==> src/rtl/zigzag_decryption_nrail.sv <==
// Rail-fence (zigzag) decryptor for 2..MAX_KEY rails: buffers ciphertext until the
// start token, derives per-rail read pointers, then streams plaintext one char per clock.
module zigzag_decryption_nrail #(
    parameter int              D_WIDTH                = 8,
    parameter int              KEY_WIDTH              = 16,
    parameter int              MAX_NOF_CHARS          = 50,
    parameter int              MAX_KEY                = 8,
    parameter logic [7:0]      START_DECRYPTION_TOKEN = 8'hFA
) (
    input  logic                 clk,
    input  logic                 rst_n,
    input  logic [D_WIDTH-1:0]   data_i,
    input  logic                 valid_i,
    input  logic [KEY_WIDTH-1:0] key,
    output logic                 busy,
    output logic [D_WIDTH-1:0]   data_o,
    output logic                 valid_o
);

    localparam int AW = (MAX_NOF_CHARS > 1) ? $clog2(MAX_NOF_CHARS) : 1;
    localparam int RW = (MAX_KEY > 1) ? $clog2(MAX_KEY) : 1;

    localparam logic [KEY_WIDTH-1:0] ONE   = KEY_WIDTH'(1);
    localparam logic [KEY_WIDTH-1:0] TWO   = KEY_WIDTH'(2);
    localparam logic [KEY_WIDTH-1:0] MAXK  = KEY_WIDTH'(MAX_KEY);
    localparam logic [KEY_WIDTH-1:0] MAXN  = KEY_WIDTH'(MAX_NOF_CHARS);
    localparam logic [D_WIDTH-1:0]   TOKEN = D_WIDTH'(START_DECRYPTION_TOKEN);

    typedef enum logic [1:0] {
        IDLE = 2'd0,
        DIV  = 2'd1,
        OFFS = 2'd2,
        EMIT = 2'd3
    } state_t;

    state_t state, state_next;

    logic [D_WIDTH-1:0]   mem [MAX_NOF_CHARS];
    logic [KEY_WIDTH-1:0] ptr [MAX_KEY];

    logic [KEY_WIDTH-1:0] n;        // characters buffered for the current message
    logic [KEY_WIDTH-1:0] k;        // rail count latched at the token
    logic [KEY_WIDTH-1:0] cyc;      // zigzag period 2*(k-1)
    logic [KEY_WIDTH-1:0] full;     // complete periods in the message
    logic [KEY_WIDTH-1:0] rem;      // characters in the trailing partial period
    logic [KEY_WIDTH-1:0] acc;      // running start offset while filling ptr[]
    logic [KEY_WIDTH-1:0] rail;
    logic [KEY_WIDTH-1:0] cnt;      // characters emitted so far
    logic                 down;     // zigzag direction: 1 = towards rail k-1
    logic                 pass;     // key unusable for zigzag: emit buffer in order

    logic                 is_token;
    logic                 pass_sel;
    logic [KEY_WIDTH-1:0] rail_len;
    logic [KEY_WIDTH-1:0] rail_step;
    logic                 down_step;
    logic [RW-1:0]        rail_idx;
    logic [KEY_WIDTH-1:0] rd_ptr;
    logic [AW-1:0]        rd_addr;

    assign is_token = valid_i && (data_i == TOKEN);
    assign pass_sel = (key < TWO) || (key > MAXK) || (key >= n);
    assign rail_idx = rail[RW-1:0];
    assign rd_ptr   = ptr[rail_idx];
    assign rd_addr  = pass ? cnt[AW-1:0] : rd_ptr[AW-1:0];

    // ------------------------------------------------------------------
    // State register and next-state logic
    // ------------------------------------------------------------------
    always_ff @(posedge clk) begin
        if (!rst_n) begin
            state <= IDLE;
        end else begin
            state <= state_next;
        end
    end

    // NOTE: every always_comb output gets a default first so no path infers a latch.
    always_comb begin
        state_next = state;
        case (state)
            IDLE: if (is_token) state_next = pass_sel ? EMIT : DIV;
            DIV:  if (rem < cyc) state_next = OFFS;
            OFFS: if (rail == k - ONE) state_next = EMIT;
            EMIT: if (cnt == n) state_next = IDLE;
            default: state_next = IDLE;
        endcase
    end

    // Number of ciphertext characters that landed on the current rail.
    always_comb begin
        rail_len = full;
        if (rail == '0) begin
            rail_len = full + KEY_WIDTH'(rem != '0);
        end else if (rail == k - ONE) begin
            rail_len = full + KEY_WIDTH'(rem > k - ONE);
        end else begin
            rail_len = (full << 1) + KEY_WIDTH'(rem > rail) + KEY_WIDTH'(rem > cyc - rail);
        end
    end

    // Zigzag walk 0,1..k-1,k-2..1,0,1...
    always_comb begin
        rail_step = rail;
        down_step = down;
        if (down) begin
            if (rail == k - ONE) begin
                rail_step = rail - ONE;
                down_step = 1'b0;
            end else begin
                rail_step = rail + ONE;
            end
        end else begin
            if (rail == '0) begin
                rail_step = ONE;
                down_step = 1'b1;
            end else begin
                rail_step = rail - ONE;
            end
        end
    end

    // ------------------------------------------------------------------
    // Datapath
    // ------------------------------------------------------------------
    // NOTE: the character buffer is reset here because a cleared buffer is part of the
    // reset state; a buffer that never needs clearing would be left out of the reset branch.
    always_ff @(posedge clk) begin
        if (!rst_n) begin
            busy    <= 1'b0;
            valid_o <= 1'b0;
            data_o  <= '0;
            n       <= '0;
            k       <= '0;
            cyc     <= '0;
            full    <= '0;
            rem     <= '0;
            acc     <= '0;
            rail    <= '0;
            cnt     <= '0;
            down    <= 1'b1;
            pass    <= 1'b0;
            for (int i = 0; i < MAX_NOF_CHARS; i++) mem[i] <= '0;
            for (int i = 0; i < MAX_KEY; i++) ptr[i] <= '0;
        end else begin
            case (state)
                IDLE: begin
                    valid_o <= 1'b0;
                    data_o  <= '0;
                    busy    <= 1'b0;
                    if (is_token) begin
                        busy <= 1'b1;
                        k    <= key;
                        cyc  <= (key - ONE) << 1;
                        rem  <= n;
                        full <= '0;
                        acc  <= '0;
                        rail <= '0;
                        cnt  <= '0;
                        down <= 1'b1;
                        pass <= pass_sel;
                    end else if (valid_i && (n != MAXN)) begin
                        mem[n[AW-1:0]] <= data_i;
                        n              <= n + ONE;
                    end
                end

                // One subtraction per clock yields full = n / cyc, rem = n % cyc.
                DIV: begin
                    if (rem >= cyc) begin
                        rem  <= rem - cyc;
                        full <= full + ONE;
                    end
                end

                OFFS: begin
                    ptr[rail_idx] <= acc;
                    acc           <= acc + rail_len;
                    if (rail == k - ONE) begin
                        rail <= '0;
                        down <= 1'b1;
                    end else begin
                        rail <= rail + ONE;
                    end
                end

                EMIT: begin
                    if (cnt == n) begin
                        valid_o <= 1'b0;
                        data_o  <= '0;
                        busy    <= 1'b0;
                        n       <= '0;
                    end else begin
                        valid_o <= 1'b1;
                        data_o  <= mem[rd_addr];
                        cnt     <= cnt + ONE;
                        if (!pass) begin
                            ptr[rail_idx] <= rd_ptr + ONE;
                            rail          <= rail_step;
                            down          <= down_step;
                        end
                    end
                end

                default: begin
                    valid_o <= 1'b0;
                    data_o  <= '0;
                    busy    <= 1'b0;
                end
            endcase
        end
    end

endmodule

==> config.mk <==
export PLATFORM = sky130hd
export DESIGN_NAME = zigzag_decryption_nrail
export DESIGN_NICKNAME = d
export VERILOG_FILES = /design/src/rtl/zigzag_decryption_nrail.sv
export SDC_FILE = /design/constraint.sdc
export NUM_CORES = 2
export LEC_CHECK = 0
export CAP_MARGIN = 10
export CORE_ASPECT_RATIO = 1.2
export CORE_MARGIN = 2
export CORE_UTILIZATION = 30
export DETAILED_ROUTE_END_ITERATION = 12
export GPL_TIMING_DRIVEN = 0
export SYNTH_ARGS = -nofsm -noshare
export SYNTH_HDL_FRONTEND = slang
export SYNTH_SLANG_ARGS = --single-unit
export TNS_END_PERCENT = 1
==> constraint.sdc <==
create_clock -name clk -period 5.8 [get_ports clk]
set_input_delay 1.16 -clock clk [delete_from_list [all_inputs] [get_ports clk]]
set_output_delay 1.16 -clock clk [all_outputs]
set_load 0.03 [all_outputs]
Word level (Yosys, flattened, before mapping) --
Memories as Yosys holds them, arrays and structs flattened. A register that Yosys moved wholly into a read port is not among the register bits. Index checks and enable logic that the tools add are counted.
Operators by class: eq/ne operators 16, bitwise operators 1, reductions and logical operators 22, order comparisons 8, multiplexer cells 67, add/subtract/negate cells 15
Operator list (count):
- $mux W16 | 18
- $pmux W16 S2 | 5
- $add A16 B1 Y16 const B | 5
- $add A16 B1 Y16 | 4
- $gt A16 B16 Y1 | 3
- $pmux W16 S3 | 1
- $eq A16 B16 Y1 | 2
- $ge A16 B16 Y1 | 2
- $sub A16 B1 Y16 const B | 2
- $sub A16 B16 Y16 | 2
- $mux W1 | 26
- $ne A2 B2 Y1 const B | 9
- $add A16 B16 Y16 | 1
- $gt A16 B4 Y1 const B | 1
- $logic_not A16 Y1 | 1
- $lt A16 B16 Y1 | 1
- $lt A16 B2 Y1 const B | 1
- $mux W8 | 2
- $ne A16 B6 Y1 const B | 1
- $pmux W8 S2 | 1
- $reduce_bool A16 Y1 | 1
- $reduce_or A16 Y1 | 1
- $sub A15 B1 Y15 const B | 1
- $mux W6 | 2
- 19 further kinds | 36
Word-level totals: memories 2, register bits after elaboration 141, bits in writable memories 528, output and inout port bits 10, input bits 27
Memory list:
- mem | words 50, width 8, read ports 1, clocked after memory_dff 0, wr ports 50, line 38 | logic [D_WIDTH-1:0] mem [MAX_NOF_CHARS];
- ptr | words 8, width 16, read ports 1, clocked after memory_dff 1, wr ports 8, line 39 | logic [KEY_WIDTH-1:0] ptr [MAX_KEY];

Logic depth before layout (Yosys ltp) --
depth in word-level cells 9, mapped depth 34

Worst setup path after synthesis --
OpenSTA, ideal clock, no wires.
kind register to register, start point reg rail[1], end point reg acc[5], arrival 5.538 ns, cell stages (with the launch flop) 33, setup slack 0.200 ns, clock period less this slack 5.600 ns, cell sequence dfxtp_1 > clkbuf_1 > inv_1 > ha_1 > nor2b_1 > o21ai_0 > a21boi_0 > o211ai_1 > a21oi_1 > nor3_1 > xor2_1 > ha_1 > a21o_1 > a21oi_1 > nor2b_1 > o21ai_0 > nand2b_1 > a211o_1 > nand2_1 > a21o_1 > a21oi_1 > ha_1 > ha_1 > mux2i_1 > o21ai_0 > ha_1 > a21o_1 > a21oi_1 > o21bai_1 > a21oi_1 > and4b_1 > o221ai_1 > nand3_1
On the way: longest elaborated chain between the ends 7, elaborated cells between the ends (all ways) 11, classes of those cells 4 x add/sub; 2 x order compare; 1 x eq/ne; 3 x mux; 1 x reduce/logical
RTL lines:
- start: declaration | line 47 | logic [KEY_WIDTH-1:0] rail;
- start signal: assignment | line 183 | rail <= rail + ONE;
- start signal: assignment | line 199 | rail <= rail_step;
- $gt A16 B16 Y1 / $sub A16 B16 Y16 (equally long branches) | line 98 | rail_len = (full << 1) + KEY_WIDTH'(rem > rail) + KEY_WIDTH'(rem > cyc - rail);
- $add A16 B1 Y16 / $gt A16 B16 Y1 (equally long branches) | line 98
- $add A16 B1 Y16 | line 98
- $mux W16 | line 95 | end else if (rail == k - ONE) begin
- $mux W16 (*) | line 93 | if (rail == '0) begin
- $add A16 B16 Y16 (*) | line 178 | acc <= acc + rail_len;
- $pmux W16 S2 (*) | line 146 | case (state)
- end signal: assignment | line 178
- end: declaration | line 46 | logic [KEY_WIDTH-1:0] acc;
Every way passes the cells marked *; elsewhere a longest branch is shown, timed or not. A chain may end at the register's enable or synchronous reset.

==> flow_summary.yaml <==
cts:
  insertion_delay_ps: 670
  hold_buffers: 0
  path_clk_slew_ps: 60
  clockBufferDepth: 3
  clock-sinks: 684
  htree_levels: 3
  cts_root_buf: "clkbuf_16"
  cts_tree: "yes"
  cts_buffers: 78
critical_path:
  cp_num_buf_inv: 2
  worstPathArrival_ps: 6170
  crit_path_cell_trace: "clkdlybuf4s50_1 > nand4_1 > o31ai_2 > nor2_1 > nand2_1 > nor2_1 > nand2_1 > clkbuf_1 > o21ai_0"
  critPathTopFamily: "buffers and inverters"
  cp-end-kind: "register"
  slowest_delay_ps: 1320
  critPathKind: "in2reg"
  cp-start-kind: "primary input"
  cp_max_fo: 20
  required_ps: 5980
  critPathSlowestCell: "clkdlybuf4s50_1"
yosys:
  async_reset_ff_share_pct: 0
  synth_compound_area_share_pct: 8.56
  synth_fp_nets: 3745
  avgSynthCellArea_um2: 10.2
  yosys_warnings: 0
  synth_cells: 3598
  synth.area.mux_share_pct: 4.35
  synth_edf_count: 560
  synth_fa_ha_area_share_pct: 4.15
  synth_ff_type: "edfxtp_1"
  seq_area_frac_synth_pct: 52.6
  yosys.area_share.xor_xnor_pct: 3.15
  post_synth_and_or_nand_nor_area_fraction_pct: 23.8
  synth_top_family_by_area: "simple AND/OR/NAND/NOR gates"
  syn-cell-area_um2: 36700
  synth_cell_types: 91
  ys_seq_elements: 684
run:
  max-cap-violations: 0
power:
  leakage_uw: 0.0155
  total_power_uw: 17200
  p_per_area_nw_per_um2: 407
  peakVddDrop_mv: 0.256
global_route:
  grt_overflow: 0
  grt_max_degree: 21
  grt_antenna_before_repair: 4
  grtUsageTotal_pct: 21.2
  grt_pass1_wl_um: 194000
  grt_pass1_vias: 28100
placed_design:
  io_buffer_count: 36
  place.gp.congestion: 1.01
  postPlaceCellArea_um2: 39300
  dp_cells: 5291
  dp_hpwl_um: 98500
timing:
  slew_headroom_pct: 7.39
  worstMarginPinSlew_ps: 1390
  clock.fmax_ghz: 0.167
  timing.final.crit_share_pct: 103
  slew_violations: 0
  fin_crit_ps: 5990
  grt_setup_unrepaired: "yes"
  finClkSkew_ps: 35.3
  tns_ps: -12990
  final.setup.worst_slack_ps: -188
  finalHoldViolCount: 0
  setup_viol: 136
routing:
  wl_um: 135000
  drtIter0Drc: 3549
  antenna_left: 0
  avgRoutedWirePerCell_um: 24.9
  drtPass1Iterations: 8
  vias_per_cell: 5.41
  vias: 29500
  drc: 0
die:
  core-area_um2: 121000
  ios: 37
  initial_core_util_pct: 30.2
  die_y_um: 387
  die_w_um: 323
  die_area_um2: 125000
  rows: 140
layout:
  final_area_um2: 42200
  diodes: 0
  fillerInstances: 12200
  drive_above_1_share_pct: 7.24
  final_cells: 5447
  syn_to_final_growth_pct: 15.0
  final_cell_mix: "nand2_1, edfxtp_1, and2_1"
  nets: 3898
  final_common_cell: "nand2_1"
status:
  failed_checks: "negative setup slack"
  outcome: "complete, but fails checks"
min_path:
  hp-class: "reg2reg"
==> area by class of cell <==
class,count,area (um2),share of cell area (%)
plain buffers,229,970,2.30
clock buffers,102,2130,5.06
clock inverters,41,499,1.18
inverters,80,308,0.730
multi-input cells,2601,16200,38.5
flip-flops and latches,684,19300,45.8
well taps,1633,2040,4.84
repair buffers,77,708,1.68
==> worst reg2reg max path, delay by kind of cell (launching register included) <==
| family | cells | cell delay, ps |
|---|---|---|
| mux | 1 | 170 |
| compound gates | 16 | 2340 |
| flops | 1 | 390 |
| fa+ha+maj | 5 | 1320 |
| simple gates | 7 | 920 |
| buf+inv | 2 | 280 |
| xor+xnor | 1 | 170 |
==> logic make-up (layout without fill, tap and decap cells) <==
kind of cell,count (synthesis),in the layout
AND/OR/NAND/NOR,1761,1761
flip-flops,684,684
AO/OA/AOI/OAI,465,465
buffers and inverters,313,529
multiplexers,131,131
XOR/XNOR,124,124
adder cells (fa/ha/maj),120,120
==> cell usage after synthesis, types with 7 or more instances <==
cell type,number,area (um2)
nor3_1,51,255
or4_1,7,52.6
a211oi_1,10,75.1
a21boi_0,28,210
nand2_1,578,2170
nor2b_1,30,188
nor4_1,26,163
a211o_1,8,70.1
a32oi_1,15,131
inv_1,78,293
o21a_1,28,210
a21o_1,18,135
ha_1,117,1460
xnor2_1,85,744
o211ai_1,20,150
a31oi_1,18,113
mux4_2,22,495
buf_1,11,41.3
a22oi_1,9,67.6
o21ai_0,116,581
dfxtp_1,124,2480
o22ai_1,9,56.3
buf_4,8,60.1
clkbuf_1,184,691
nor2_1,227,852
and3_1,11,68.8
xor2_1,34,298
mux2_2,7,78.8
or3_1,18,113
a21oi_1,83,415
o211a_1,25,250
and2_1,408,2550
nand4_1,58,363
nand2b_1,21,131
nand3_1,282,1410
o221ai_1,9,78.8
edfxtp_1,560,16800
o2111ai_1,17,149
mux2i_1,102,1020
buf_2,28,140
==> metal layers <==
metal	global-route usage, %	routed length (um)	vias up	part of all wire [%]
met5	0	0	-	0
met3	3.70	11900	332	8.8
met2	34.8	63100	1476	47
met1	26.7	52400	14600	39
met4	10.8	7960	0	5.9
li1	-	-	13100	-
==> per-stage QoR <==
stage               setup slack [ps]  hold slack [ps]  util [%]
global placement                -971              486      32.2
detailed placement             -1020              494      32.4
CTS                             8.50              502      34.6
finish                          -188              503      34.8
global route                    -250              538      34.8
floorplan                        200              470         -
==> registers in the layout, indices dropped and copies added, names as in the netlist, 2 cells and up, named ones only <==
register / cells
mem: 512
ptr: 48
cnt: 16
k: 16
n: 16
rail: 16
rem: 16
cyc: 15
data_o: 8
acc: 6
full: 6
state: 2
==> final timing paths <==
kind,slack [ps],startpoint,depth (start not counted),endpoint
hold reg to reg,500,state[0],2,state[0]
setup reg to reg,130,rail[1],32,acc[5]
setup / recovery,-190,data_i[7],9,mem[29][0]
hold / removal,500,state[0],2,state[0]
==> what timing repair did <==
item | 4_1_cts | 5_1_grt
gates resized for setup | 27 | 21
pin swaps | 10 | 8
setup buffers | 2 | 6
endpoints found under the setup margin | 8 | 156
==> power breakdown <==
group / switching [uW] / leakage (uW) / internal, uW
Clock: 2190 / 0.00127 / 2980
Sequential: 224 / 0.00654 / 5520
Combinational: 4280 / 0.00771 / 2000
Total: 6690 / 0.0155 / 10500
(Power assumes the default switching activity.)
